===== src/rtl/line_cache_sched_if.sv =====
// Source line-buffer read port and line-bank write port of the rolling line cache.
// master: the scheduler; slave: the line buffer / bank memory side.
interface line_cache_sched_if;
   logic        srcGrant;
   logic        srcRdEn;
   logic [7:0]  srcRdLine;
   logic [7:0]  srcRdPxl;
   logic [23:0] srcRdData;
   logic [2:0]  bankWrEn;
   logic [7:0]  bankWrAddr;
   logic [23:0] bankWrData;

   modport master (
      input  srcGrant, srcRdData,
      output srcRdEn, srcRdLine, srcRdPxl, bankWrEn, bankWrAddr, bankWrData
   );

   modport slave (
      output srcGrant, srcRdData,
      input  srcRdEn, srcRdLine, srcRdPxl, bankWrEn, bankWrAddr, bankWrData
   );
endinterface


===== src/rtl/line_cache_sched.sv =====
// Three-bank rolling line cache controller: rotates prev/cur/next bank roles per output
// line, refills the freed bank from the capture line buffer, and replicates edge lines.
module line_cache_sched #(
   parameter int LINE_PIXELS = 240,
   parameter int LINES       = 160
) (
   input  logic                   pxlClk,
   input  logic                   rst,
   input  logic                   newFrameIn,
   input  logic                   nextLine,
   input  logic                   cacheUpdate,
   line_cache_sched_if.master     bus,
   output logic [1:0]             prevSel,
   output logic [1:0]             curSel,
   output logic [1:0]             nextSel,
   output logic [7:0]             lineIdx,
   output logic                   busy,
   output logic                   overrun
);
   localparam logic [7:0] LAST_LINE = 8'(LINES - 1);
   localparam logic [7:0] NUM_PXL   = 8'(LINE_PIXELS);
   localparam logic [7:0] LAST_PXL  = 8'(LINE_PIXELS - 1);

   typedef enum logic [1:0] {IDLE, FILL, PRIME0, PRIME1} state_t;

   state_t      state_reg;
   logic [1:0]  p0_reg, p1_reg, p2_reg;
   logic [1:0]  fill_bank_reg;
   logic [7:0]  line_reg;
   logic [7:0]  pc_reg;
   logic [7:0]  src_line_reg;
   logic [7:0]  wr_addr_reg;
   logic [2:0]  wr_en_reg;
   logic        pending_reg;
   logic        overrun_reg;
   logic        nf_dly_reg;

   logic        new_frame;
   logic        rotate_req;
   logic        rotate_go;
   logic        rd_en;
   logic        fill_done;
   logic [2:0]  bank_onehot;

   genvar gi;
   generate
      for (gi = 0; gi < 3; gi++) begin : g_onehot
         assign bank_onehot[gi] = (fill_bank_reg == 2'(gi));
      end
   endgenerate

   assign new_frame  = newFrameIn && !nf_dly_reg;
   assign rotate_req = nextLine && cacheUpdate && (line_reg != LAST_LINE);
   assign rotate_go  = (rotate_req || pending_reg) && (line_reg != LAST_LINE);
   assign rd_en      = (state_reg != IDLE) && bus.srcGrant && (pc_reg < NUM_PXL);
   // A fill ends on the cycle its last pixel is written into the bank.
   assign fill_done  = (wr_en_reg != 3'b000) && (wr_addr_reg == LAST_PXL);

   always_ff @(posedge pxlClk) begin
      if (rst) begin
         state_reg     <= IDLE;
         p0_reg        <= 2'd0;
         p1_reg        <= 2'd1;
         p2_reg        <= 2'd2;
         fill_bank_reg <= 2'd0;
         line_reg      <= 8'd0;
         pc_reg        <= 8'd0;
         src_line_reg  <= 8'd0;
         wr_addr_reg   <= 8'd0;
         wr_en_reg     <= 3'b000;
         pending_reg   <= 1'b0;
         overrun_reg   <= 1'b0;
         nf_dly_reg    <= 1'b0;
      end else begin
         nf_dly_reg  <= newFrameIn;
         wr_en_reg   <= rd_en ? bank_onehot : 3'b000;
         wr_addr_reg <= pc_reg;
         if (rd_en) begin
            pc_reg <= pc_reg + 8'd1;
         end

         if (new_frame) begin
            // Abort everything, including the write launched by this cycle's read.
            state_reg     <= PRIME0;
            p0_reg        <= 2'd0;
            p1_reg        <= 2'd1;
            p2_reg        <= 2'd2;
            fill_bank_reg <= 2'd1;
            src_line_reg  <= 8'd0;
            line_reg      <= 8'd0;
            pc_reg        <= 8'd0;
            wr_en_reg     <= 3'b000;
            pending_reg   <= 1'b0;
            overrun_reg   <= 1'b0;
         end else begin
            case (state_reg)
               IDLE: begin
                  if (rotate_go) begin
                     p0_reg      <= p1_reg;
                     p1_reg      <= p2_reg;
                     p2_reg      <= p0_reg;
                     line_reg    <= line_reg + 8'd1;
                     pending_reg <= 1'b0;
                     if ((line_reg + 8'd2) <= LAST_LINE) begin
                        state_reg     <= FILL;
                        fill_bank_reg <= p0_reg;
                        src_line_reg  <= line_reg + 8'd2;
                     end
                  end
               end
               FILL: begin
                  // One rotation may queue behind a fill; any further one is lost.
                  if (rotate_req) begin
                     overrun_reg <= 1'b1;
                     pending_reg <= 1'b1;
                  end
                  if (fill_done) begin
                     state_reg <= IDLE;
                     pc_reg    <= 8'd0;
                  end
               end
               PRIME0: begin
                  if (rotate_req) begin
                     overrun_reg <= 1'b1;
                  end
                  if (fill_done) begin
                     state_reg     <= PRIME1;
                     pc_reg        <= 8'd0;
                     fill_bank_reg <= p2_reg;
                     src_line_reg  <= 8'd1;
                  end
               end
               default: begin
                  if (rotate_req) begin
                     overrun_reg <= 1'b1;
                  end
                  if (fill_done) begin
                     state_reg <= IDLE;
                     pc_reg    <= 8'd0;
                  end
               end
            endcase
         end
      end
   end

   assign bus.srcRdEn    = rd_en;
   assign bus.srcRdLine  = src_line_reg;
   assign bus.srcRdPxl   = pc_reg;
   assign bus.bankWrEn   = wr_en_reg;
   assign bus.bankWrAddr = wr_addr_reg;
   assign bus.bankWrData = bus.srcRdData;

   // Edge lines alias onto cur so the 3x3 window replicates them.
   assign curSel  = p1_reg;
   assign prevSel = (line_reg == 8'd0) ? p1_reg : p0_reg;
   assign nextSel = (line_reg == LAST_LINE) ? p1_reg : p2_reg;
   assign lineIdx = line_reg;
   assign busy    = (state_reg != IDLE);
   assign overrun = overrun_reg;
endmodule


===== src/flat_wrapper.sv =====
// flat-port wrapper written by rule: the top's interface ports become plain ports
module line_cache_sched_flat 
#(
   parameter int LINE_PIXELS = 240,
   parameter int LINES       = 160
)
  (pxlClk, rst, newFrameIn, nextLine, cacheUpdate, prevSel, curSel, nextSel, lineIdx, busy, overrun, bus_srcGrant, bus_srcRdData, bus_srcRdEn, bus_srcRdLine, bus_srcRdPxl, bus_bankWrEn, bus_bankWrAddr, bus_bankWrData);
  line_cache_sched_if bus_i ();
  input  logic pxlClk;
  input  logic rst;
  input  logic newFrameIn;
  input  logic nextLine;
  input  logic cacheUpdate;
  output logic [1:0] prevSel;
  output logic [1:0] curSel;
  output logic [1:0] nextSel;
  output logic [7:0] lineIdx;
  output logic busy;
  output logic overrun;
  input wire logic [$bits(bus_i.srcGrant)-1:0] bus_srcGrant;
  input wire logic [$bits(bus_i.srcRdData)-1:0] bus_srcRdData;
  output wire logic [$bits(bus_i.srcRdEn)-1:0] bus_srcRdEn;
  output wire logic [$bits(bus_i.srcRdLine)-1:0] bus_srcRdLine;
  output wire logic [$bits(bus_i.srcRdPxl)-1:0] bus_srcRdPxl;
  output wire logic [$bits(bus_i.bankWrEn)-1:0] bus_bankWrEn;
  output wire logic [$bits(bus_i.bankWrAddr)-1:0] bus_bankWrAddr;
  output wire logic [$bits(bus_i.bankWrData)-1:0] bus_bankWrData;
  assign bus_i.srcGrant = bus_srcGrant;
  assign bus_i.srcRdData = bus_srcRdData;
  assign bus_srcRdEn = bus_i.srcRdEn;
  assign bus_srcRdLine = bus_i.srcRdLine;
  assign bus_srcRdPxl = bus_i.srcRdPxl;
  assign bus_bankWrEn = bus_i.bankWrEn;
  assign bus_bankWrAddr = bus_i.bankWrAddr;
  assign bus_bankWrData = bus_i.bankWrData;
  line_cache_sched #(.LINE_PIXELS(LINE_PIXELS), .LINES(LINES)) u_core (.pxlClk(pxlClk), .rst(rst), .newFrameIn(newFrameIn), .nextLine(nextLine), .cacheUpdate(cacheUpdate), .bus(bus_i), .prevSel(prevSel), .curSel(curSel), .nextSel(nextSel), .lineIdx(lineIdx), .busy(busy), .overrun(overrun));
endmodule

===== config.mk =====
export PLATFORM = sky130hd
export DESIGN_NAME = line_cache_sched_flat
export DESIGN_NICKNAME = d
export VERILOG_FILES = /design/src/rtl/line_cache_sched_if.sv /design/src/rtl/line_cache_sched.sv /design/src/flat_wrapper.sv
export SDC_FILE = /design/constraint.sdc
export NUM_CORES = 1
export LEC_CHECK = 0
export CORE_ASPECT_RATIO = 0.9
export CORE_MARGIN = 10
export CORE_UTILIZATION = 23
export CTS_BUF_LIST = sky130_fd_sc_hd__clkbuf_4 sky130_fd_sc_hd__clkbuf_8
export DETAILED_ROUTE_END_ITERATION = 12
export GPL_ROUTABILITY_DRIVEN = 0
export MAX_ROUTING_LAYER = met4
export RECOVER_POWER = 100
export SYNTH_ARGS = -nofsm -noshare
export SYNTH_HDL_FRONTEND = slang
export SYNTH_SLANG_ARGS = --single-unit

===== constraint.sdc =====
create_clock -name pxlClk -period 3.32 [get_ports pxlClk]
set_clock_uncertainty 0.1 [all_clocks]
set_input_delay 0.664 -clock pxlClk [delete_from_list [all_inputs] [get_ports pxlClk]]
set_output_delay 0.664 -clock pxlClk [all_outputs]
set_load 0.02 [all_outputs]

After elaboration in Yosys (flattened, before gate mapping)

Index checks and enable logic that the tools add are counted.

Register bits after elaboration: 48
Bits of input ports: 30
Output and inout port bits: 68
Word-level logic and storage cells: 87

Add/subtract/negate cells: 3
Order comparisons: 2
Equal/unequal tests: 14
Mux-type cells: 23
Bitwise logic cells: 2
Reduce and logical (&&, ||, !) cells: 28

Operators by type and width:

| operator                                                                | count |
|---|---|
| 8-bit two-way mux                                                       | 6 |
| 2-bit two-way mux                                                       | 10 |
| 8-bit by 1-bit adder with 8-bit output, second input constant           | 2 |
| 8-bit == test, second input constant                                    | 2 |
| 8-bit case mux with 2 select lines                                      | 1 |
| 4-bit AND reduction                                                     | 4 |
| 3-bit by 1-bit inequality test with 1-bit output, second input constant | 3 |
| 3-bit nonzero test                                                      | 3 |
| 8-bit by 2-bit adder with 8-bit output, second input constant           | 1 |
| 8-bit less-or-equal comparator, second input constant                   | 1 |
| 8-bit zero test                                                         | 1 |
| 8-bit less-than comparator, second input constant                       | 1 |
| 2-bit by 1-bit inequality test with 1-bit output, second input constant | 4 |
| 8-bit inequality test, second input constant                            | 1 |
| 2-bit case mux with 2 select lines                                      | 2 |
| 2-bit nonzero test                                                      | 4 |
| 1-bit logical AND                                                       | 7 |
| 2-bit by 1-bit == test with 1-bit output, second input constant         | 2 |
| 2-bit == test, second input constant                                    | 2 |
| 2-bit zero test                                                         | 2 |
| 2-bit AND reduction                                                     | 2 |
| 1-bit two-way mux                                                       | 3 |
| 3-bit AND reduction                                                     | 1 |
| 3-bit OR reduction                                                      | 1 |
| 5 further kinds                                                         | 6 |

Logic depth before layout (Yosys ltp)

Gate-level depths: netlist of run 1.

Depth after elaboration: 7
Depth in mapped cells: 7
Mapped depth without buffers: 6

Worst setup path after synthesis of run 1

OpenSTA, ideal clock, no wires.

Path kind: reg2out
Start: reg u_core.line_reg[1], in the netlist u_core.lineIdx[1]
End: out nextSel[0]
Arrival: 1,539 ps
Required time: 2,556 ps
Slack: 1,017 ps
Cell stages (with the launch flop): 5
Path buffers: 0
Cell sequence: dfxtp_1 ha_1 and4_4 nand3_1 mux2_2

Cells in the longest elaborated chain, start to end: 2

Ends and longest elaborated chain:

| item                     | line                    | RTL |
|---|---|---|
| start: declaration       | line_cache_sched.sv:29  | `logic [7:0] line_reg;` |
| start signal: assignment | line_cache_sched.sv:102 | `line_reg <= line_reg + 8'd1;` |
| 8-bit == test            | line_cache_sched.sv:157 | `assign nextSel = (line_reg == LAST_LINE) ? p1_reg : p2_reg;` |
| 2-bit two-way mux        | line_cache_sched.sv:157 |  |
| end: declaration         | flat_wrapper.sv:16      | `output logic [1:0] nextSel;` |

No other way between the ends.

Final worst setup path of run 1

Start: reg u_core.line_reg[0], in the netlist u_core.lineIdx[0]
End: out nextSel[1]

The elaborated chain is that of the path after synthesis.

==> results of run 1 <==
cell type report:
type / instances / area [sq um]
timing repair buffer: 53 / 509
sequential: 48 / 961
clock inverter: 3 / 46.3
multi-input combinational: 157 / 1060
fill: 1035 / 6870
clock buffer: 5 / 68.8
inverter: 6 / 22.5
tap: 126 / 158
how the worst max path moves through the flow:
stage	to	depth (start not counted)	from
after floorplan	nextSel[0]	4	u_core.lineIdx[1]$_SDFFE_PP0P_
after global placement	nextSel[0]	5	u_core.lineIdx[1]$_SDFFE_PP0P_
after detailed placement	nextSel[1]	5	u_core.lineIdx[1]$_SDFFE_PP0P_
after CTS	nextSel[1]	5	u_core.lineIdx[0]$_SDFFE_PP0P_
after global routing	nextSel[1]	5	u_core.lineIdx[1]$_SDFFE_PP0P_
final	nextSel[1]	5	u_core.lineIdx[0]$_SDFFE_PP0P_
logic make-up (layout without fill, tap and decap cells):
logic type	Yosys count	after routing	synth area share
adder cells (fa/ha/maj)	4	4	0.0218
buffers and inverters	42	67	0.119
flip-flops	48	48	0.419
AND/OR/NAND/NOR	93	93	0.207
multiplexers	19	19	0.0851
XOR/XNOR	18	18	0.0687
AO/OA/AOI/OAI	23	23	0.0791
worst min-delay path: stages (launching register included):
cell	delay [ns]
dfxtp_1	0.32
nand2_1	0.05
o21ai_0	0.05
through the flow:
stage	instances	setup slack, ns	utilization	power [uW]	area [sq um]
2_1_floorplan	247	1.02	-	725	2290
3_3_place_gp	390	0.532	0.281	726	2720
3_5_place_dp	390	0.510	0.281	727	2720
4_1_cts	398	0.158	0.292	1160	2840
5_1_grt	398	0.0455	0.291	1190	2830
6_report	398	0.170	0.291	1140	2830
routing by layer:
| metal | vias up | part of all wire |
|---|---|---|
| li1 | 857 | - |
| met1 | 743 | 0.49 |
| met2 | 32 | 0.47 |
| met3 | 5 | 0.025 |
| met4 | 0 | 0.016 |
| met5 | - | 0 |
placed cells by master (no fill, tap or decap), types with 3 or more instances in the layout:
cell	count
dfxtp_1	48
dlygate4sd3_1	44
nand2_1	22
nor2_1	22
mux2i_1	15
nor2b_1	10
xor2_1	10
nand3_1	8
xnor2_1	8
a21oi_1	8
nand4_1	7
and3_1	6
inv_1	5
clkbuf_8	5
clkdlybuf4s50_1	5
mux2_2	4
o21ai_0	4
ha_1	4
nand2b_1	3
clkbuf_1	3
where the power goes:
part           internal, uW  switching [uW]  total [uW]
sequential              586            10.2         596
combinational          46.5            63.8         110
clock                   227             208         435
total                   860             282        1140
==> results.py, run 1 <==
metrics = {
    "global_route": {
        "grt_pass1_vias": 1614,
        "grt_busiest_layer": "met2",
        "grt_max_degree": 19,
        "grt_usage": 0.0753,
        "antenna_found_initial": 0,
        "grtUsageMet2": 0.116,
        "grt_pass1_wl_um": 8620,
        "met1_usage": 0.0954,
        "global_route.usage.met3": 0.0133,
        "globalRouteOverflowTotal": 0,
    },
    "timing": {
        "whs_ns": 0.356,
        "setup_viol": 0,
        "slew_viol_final": 0,
        "fin_crit_ns": 3.15,
        "finalHoldViolations": 0,
        "rsz0062_at_grt": "no",
        "maxSlewHeadroom": 0.393,
        "tns_ns": 0,
        "worst_pin_slew_ns": 0.901,
        "fin_crit_sh": 0.949,
        "max_freq_mhz": 317,
    },
    "run_status": {
        "status": "complete, no violations",
    },
    "clock_network": {
        "path_clk_slew_ns": 0.09,
        "cts_sinks": 48,
        "clock_path_buffers": 2,
        "cts_hold_buf": 0,
        "clk_latency_ns": 0.30,
        "cts_resized": 0,
        "cts_tree": "done",
        "post_cts_buffers": 0,
        "cts_buffers": 5,
        "root_buffer": "clkbuf_8",
        "h-tree-depth": 2,
    },
    "min_path": {
        "hp-start": "u_core.bus.srcRdLine[7]$_SDFFE_PP0P_",
        "min_to": "u_core.bus.srcRdLine[7]$_SDFFE_PP0P_",
        "hold_path_class": "reg -> reg",
        "worst_hold_path.num_cells": 2,
    },
    "die": {
        "coreArea_sq_um": 9700,
        "rows": 34,
        "fp.dieArea_sq_um": 14400,
        "ios": 98,
        "start_util": 0.237,
        "die_h_um": 115,
        "die_width_um": 125,
    },
    "synthesis": {
        "synth_nets": 281,
        "synth_edf_count": 0,
        "ys_seq_area_frac": 0.419,
        "synth_cell_types": 41,
        "synth_flop_cell": "dfxtp_1",
        "synth_common_cells": "dfxtp_1 (48), buf_4 (26), nand2_1 (22), nor2_1 (22), mux2i_1 (15)",
        "syn_area_sq_um": 2290,
        "synth_top_area_frac": 0.419,
        "ys_warn_count": 0,
        "yosys-top-cells-area": "dfxtp_1 (42%), buf_4 (8.5%), mux2i_1 (6.5%)",
        "syn_avg_cell_area_sq_um": 9.29,
        "syn_inst": 247,
        "synth_top_area_cell": "dfxtp_1",
        "async_flop_share": 0,
        "synth_seq_cells": 48,
        "synth_most_common_cell": "dfxtp_1",
    },
    "drt": {
        "via_per_inst": 4.11,
        "ant_nets": 0,
        "wirelength_um": 5390,
        "drc": 0,
        "drtIter0Drc": 123,
        "via_count": 1637,
        "wire_per_inst_um": 13.5,
        "drt_pass1_iterations": 5,
    },
    "setup_path": {
        "reg2regPathDepth": 6,
        "startpoint_type": "register",
        "cp_num_buf_inv": 1,
        "crit_slowest_cell": "clkdlybuf4s50_1",
        "end_kind": "primary output",
        "crit_required_ns": 2.56,
        "worstPathMaxFanout": 7,
        "crit_family": "buffers and inverters",
        "timing.rr.start": "u_core.lineIdx[2]$_SDFFE_PP0P_",
        "r2r_setup_slack_ns": 0.81,
        "timing.rr.end": "u_core.bus.srcRdLine[5]$_SDFFE_PP0P_",
        "crit_type": "reg -> out",
        "max_stage_delay_ns": 0.60,
        "path_cells": "ha_1 > and4_4 > nand3_1 > mux2_2 > clkdlybuf4s50_1",
        "cp.arrival_ns": 2.39,
    },
    "place": {
        "dp_hpwl_um": 4170,
        "portBuffers": 49,
    },
    "pwr": {
        "vdd_drop_max_v": 0.000157,
        "p_leak_uw": 0.00113,
        "powerDensity_nw_per_um2": 404,
    },
    "layout": {
        "area_growth_pct": 23.1,
        "nNetsFinal": 305,
        "antennaDiodeCount": 0,
        "layout-drive-gt1-share": 0.0772,
    },
    "flow_run": {
        "cap_violations": 0,
    },
}
(Power assumes the default switching activity.)
==> run 2: changes to the inputs <==
Settings changed: SKIP_CTS_REPAIR_TIMING set to 1.
Clock period 3.32 ns to 3.2 ns, I/O delays scaled along.
==> run 2 against run 1 <==
Net effect:
- sequential cell count is the same
- sequential share of layout area grew 0.24 points
- worst setup slack lost 0.018 ns
- clock power shrank 16%
- highest routed layer unchanged
==> results.py, run 2 (synthesized netlist as in run 1, its figures left out) <==
metrics = {
    "run_status": {
        "status": "complete, no violations",
    },
    "pwr": {
        "pwr-share-seq": 0.561,
        "power_frac_clock": 0.333,
        "powerDensity_nw_per_um2": 392,
        "p_sw_uw": 288,
        "p_total_uw": 1100,
        "p_sw_frac": 0.262,
        "p_int_uw": 812,
        "vdd_drop_max_v": 0.000162,
        "p_leak_uw": 0.00112,
        "p_comb_frac": 0.106,
    },
    "global_route": {
        "globalRouteOverflowTotal": 0,
        "grt_pass1_wl_um": 9030,
        "grt_pass1_vias": 1704,
        "grt_max_degree": 18,
        "grt_usage": 0.0779,
        "antenna_found_initial": 0,
    },
    "timing": {
        "setup_viol": 0,
        "maxSlewHeadroom": 0.395,
        "finalHoldViolations": 0,
        "slew_viol_final": 0,
        "fin_crit_sh": 0.952,
        "max_freq_mhz": 328,
        "worst_pin_slew_ns": 0.899,
        "fin_crit_ns": 3.05,
        "rsz0062_at_grt": "no",
        "tns_ns": 0,
    },
    "drt": {
        "drt_pass1_iterations": 4,
        "ant_nets": 0,
        "drtIter0Drc": 117,
        "via_count": 1687,
        "via_per_inst": 4.23,
        "wire_per_inst_um": 13.6,
        "wirelength_um": 5420,
        "drc": 0,
    },
    "setup_path": {
        "cp.arrival_ns": 2.31,
        "startpoint_type": "register",
        "worstPathMaxFanout": 8,
        "end_kind": "primary output",
        "crit_type": "reg -> out",
        "crit_required_ns": 2.46,
    },
    "clock_network": {
        "h-tree-depth": 2,
        "cts_sinks": 48,
        "root_buffer": "clkbuf_8",
        "path_clk_slew_ns": 0.09,
        "cts_tree": "done",
        "clk_latency_ns": 0.30,
        "clock_path_buffers": 2,
        "cts_buffers": 5,
    },
    "layout": {
        "antennaDiodeCount": 0,
        "area_growth_pct": 22.4,
        "final_cell_mix": "dfxtp_1 (47), dlygate4sd3_1 (44), nand2_1 (23)",
        "seq_area_sq_um": 962,
        "final_common_cell": "dfxtp_1",
        "fillers": 1027,
        "multi_input_area_sq_um": 1060,
        "post-route-util": 0.290,
        "fin_cells": 399,
        "layout-drive-gt1-share": 0.0806,
        "nNetsFinal": 306,
    },
    "place": {
        "portBuffers": 49,
        "dp_hpwl_um": 4240,
        "placed_cells": 391,
    },
    "die": {
        "rows": 34,
        "die_width_um": 125,
        "coreArea_sq_um": 9700,
        "fp.dieArea_sq_um": 14400,
        "die_h_um": 115,
        "start_util": 0.237,
        "ios": 98,
    },
    "flow_run": {
        "cap_violations": 0,
    },
    "min_path": {
        "hold_path_class": "reg -> reg",
    },
}
## run 2: routing by layer
metal	routed length, um	global-route usage	vias to the layer above
met5	0	-	-
met4	46	0.0268	0
met3	170	0.0175	2
met2	2590	0.127	40
met1	2620	0.0930	783
li1	-	-	862
## run 2: final timing paths
check | depth (start not counted) | start | endpoint | slack, ns
setup / recovery | 5 | u_core.lineIdx[1]$_SDFFE_PP0P_ | nextSel[0] | 0.15
hold / removal | 2 | u_core.bus.srcRdLine[1]$_SDFFE_PP0P_ | u_core.bus.srcRdLine[1]$_SDFFE_PP0P_ | 0.36
setup reg to reg | 6 | u_core.lineIdx[2]$_SDFFE_PP0P_ | u_core.bus.srcRdLine[5]$_SDFFE_PP0P_ | 0.56
hold reg to reg | 2 | u_core.bus.srcRdLine[1]$_SDFFE_PP0P_ | u_core.bus.srcRdLine[1]$_SDFFE_PP0P_ | 0.36
## run 2: cell type report
class	instances	share of cell area
Timing Repair Buffer	54	0.184
Clock inverter	3	0.00846
Multi-Input combinational cell	157	0.376
Inverter	6	0.00802
Sequential cell	48	0.343
Tap cell	126	0.0561
Clock buffer	5	0.0245
## run 2: power groups by stage
stage                     Clock (uW)  Sequential, uW  Combinational [uW]
after detailed placement           0             632                 124
after global placement             0             632                 123
final                            366             618                 116
after CTS                        380             618                 124
after global routing             404             620                 128
after floorplan                    0             637                 115
## run 2: stage by stage
step | hold WS, ns | setup slack (ns) | area, sq um
after floorplan | 0.326 | 0.921 | 2290
after CTS | 0.358 | 0.0113 | 2820
after global routing | 0.390 | 0.0301 | 2810
final | 0.359 | 0.153 | 2810
after detailed placement | 0.345 | 0.361 | 2730
after global placement | 0.341 | 0.444 | 2730
## run 2: critical path: stages (launching register included)
cell	delay, ns
dfxtp_2	0.42
ha_1	0.21
and4_4	0.27
nand3_1	0.22
mux2_2	0.30
clkdlybuf4s50_1	0.60
==> run 3: changes to the inputs <==
Settings changed: CELL_PAD_IN_SITES_DETAIL_PLACEMENT set to 0, CELL_PAD_IN_SITES_GLOBAL_PLACEMENT set to 1, PLACE_DENSITY set to 0.67.
Clock period 3.2 ns to 3.5 ns, I/O delays scaled along.
==> run 3 against run 2 <==
Net effect:
- largest cell class unchanged
- critical endpoint unchanged
- register-to-register slack better by 0.36 ns
- sequential power shrank 8.4%
- sequential share of layout area decreased by 0.11 points
- via count shrank 1.7%
- critical path type unchanged
- first-iteration DRC count decreased by 25%
- combinational power down 9%
==> results.py, run 3 (synthesized netlist as in run 1, its figures left out) <==
metrics = {
    "run_status": {
        "status": "complete, no violations",
    },
    "timing": {
        "fin_crit_sh": 0.939,
        "fin_crit_ns": 3.29,
        "setup_viol": 0,
        "worst_pin_slew_ns": 0.890,
        "finalHoldViolations": 0,
        "maxSlewHeadroom": 0.401,
        "rsz0062_at_grt": "no",
        "tns_ns": 0,
        "max_freq_mhz": 304,
        "slew_viol_final": 0,
    },
    "layout": {
        "final_cell_mix": "dfxtp_1 (48), dlygate4sd3_1 (46), nand2_1 (22), nor2_1 (22), mux2i_1 (15)",
        "multi_input_area_sq_um": 1060,
        "post-route-util": 0.290,
        "nNetsFinal": 307,
        "fillers": 1033,
        "seq_area_sq_um": 961,
        "antennaDiodeCount": 0,
        "final_common_cell": "dfxtp_1",
        "final_area_sq_um": 2810,
        "layout-drive-gt1-share": 0.0803,
        "area_growth_pct": 22.6,
    },
    "die": {
        "die_width_um": 125,
        "fp.dieArea_sq_um": 14400,
        "rows": 34,
        "start_util": 0.237,
        "die_h_um": 115,
        "ios": 98,
        "coreArea_sq_um": 9700,
    },
    "setup_path": {
        "reg2regPathDepth": 6,
        "startpoint_type": "register",
        "crit_required_ns": 2.70,
        "cp.arrival_ns": 2.49,
        "max_stage_delay_ns": 0.65,
        "worstPathMaxFanout": 8,
        "end_kind": "primary output",
        "crit_slowest_cell": "dlygate4sd3_1",
        "r2r_setup_slack_ns": 0.92,
        "path_cells": "ha_1 > and4_4 > nand3_1 > mux2_2 > dlygate4sd3_1",
        "timing.rr.start": "u_core.lineIdx[2]$_SDFFE_PP0P_",
        "timing.rr.end": "u_core.bus.srcRdLine[3]$_SDFFE_PP0P_",
        "crit_type": "reg -> out",
        "crit_path_start": "u_core.lineIdx[1]$_SDFFE_PP0P_",
        "critPathCapture": "nextSel[0]",
    },
    "pwr": {
        "powerDensity_nw_per_um2": 357,
        "p_sw_uw": 264,
        "vdd_drop_max_v": 0.000146,
        "power_frac_clock": 0.334,
        "pwr-share-seq": 0.562,
        "p_int_uw": 742,
        "p_sw_frac": 0.262,
        "p_comb_frac": 0.104,
        "p_leak_uw": 0.00113,
    },
    "global_route": {
        "global_route.usage.met3": 0.0138,
        "grt_pass1_vias": 1680,
        "antenna_found_initial": 0,
        "grt_pass1_wl_um": 8880,
        "globalRouteOverflowTotal": 0,
        "grt_usage": 0.0773,
        "grtUsageMet2": 0.129,
        "met1_usage": 0.0923,
        "grt_busiest_layer": "met2",
        "grt_max_degree": 18,
    },
    "place": {
        "dp_hpwl_um": 4330,
        "portBuffers": 49,
        "placed_area_sq_um": 2740,
    },
    "clock_network": {
        "cts_sinks": 48,
        "root_buffer": "clkbuf_8",
        "h-tree-depth": 2,
        "clock_path_buffers": 2,
        "cts_buffers": 5,
        "clk_latency_ns": 0.30,
        "cts_tree": "done",
        "path_clk_slew_ns": 0.09,
    },
    "drt": {
        "drt_pass1_iterations": 4,
        "via_count": 1658,
        "drtIter0Drc": 88,
        "drc": 0,
        "via_per_inst": 4.15,
        "wirelength_um": 5510,
        "wire_per_inst_um": 13.8,
        "ant_nets": 0,
    },
    "flow_run": {
        "cap_violations": 0,
    },
    "min_path": {
        "hold_path_class": "reg -> reg",
    },
}
## run 3: metal layers
metal / wire [um] / part of all wire
met2: 2720 / 0.49
met5: 0 / 0
met1: 2610 / 0.47
met4: 52 / 0.0094
met3: 132 / 0.024
## run 3: worst min path at each step
stage | from | to | slack (ns) | cells after the start
final | u_core.bus.srcRdLine[4]$_SDFFE_PP0P_ | u_core.bus.srcRdLine[4]$_SDFFE_PP0P_ | 0.36 | 2
after global routing | u_core.bus.srcRdLine[4]$_SDFFE_PP0P_ | u_core.bus.srcRdLine[4]$_SDFFE_PP0P_ | 0.39 | 2
after CTS | u_core.bus.srcRdLine[4]$_SDFFE_PP0P_ | u_core.bus.srcRdLine[4]$_SDFFE_PP0P_ | 0.37 | 2
after detailed placement | u_core.bus.srcRdLine[4]$_SDFFE_PP0P_ | u_core.bus.srcRdLine[4]$_SDFFE_PP0P_ | 0.35 | 2
after global placement | u_core.bus.srcRdLine[7]$_SDFFE_PP0P_ | u_core.bus.srcRdLine[7]$_SDFFE_PP0P_ | 0.34 | 2
after floorplan | u_core.fill_bank_reg[0]$_SDFFE_PP0P_ | u_core.bus.bankWrEn[2]$_SDFF_PP0_ | 0.33 | 1
## run 3: worst max-delay path, delay by kind of cell, from the launching register on
kind | cells | cell delay, ns
simple gates | 2 | 0.49
fa+ha+maj | 1 | 0.24
buf+inv | 1 | 0.65
flops | 1 | 0.47
mux | 1 | 0.34
## run 3: final cells by class
| cell class | count | area share |
|---|---|---|
| sequential | 48 | 0.341 |
| multi-input combinational | 157 | 0.377 |
| inverter | 6 | 0.00800 |
| tap | 126 | 0.0560 |
| clock buffer | 5 | 0.0245 |
| timing repair buffer | 55 | 0.185 |
| clock inverter | 3 | 0.00845 |
## run 3: per-stage QoR
step                std cells  total power, uW  hold slack [ns]  setup slack [ns]
floorplan                 247              688            0.326              1.16
global placement          392              691            0.343             0.639
detailed placement        392              691            0.354             0.615
CTS                       400             1030            0.367             0.270
global route              400             1050            0.390            0.0894
finish                    400             1010            0.359             0.215
## run 3: power by group through the flow
stage / Clock, uW / Sequential, uW / Combinational, uW
2_1_floorplan: 0 / 582 / 105
3_3_place_gp: 0 / 578 / 113
4_1_cts: 350 / 566 / 113
6_report: 335 / 566 / 105
5_1_grt: 371 / 568 / 115
3_5_place_dp: 0 / 579 / 113
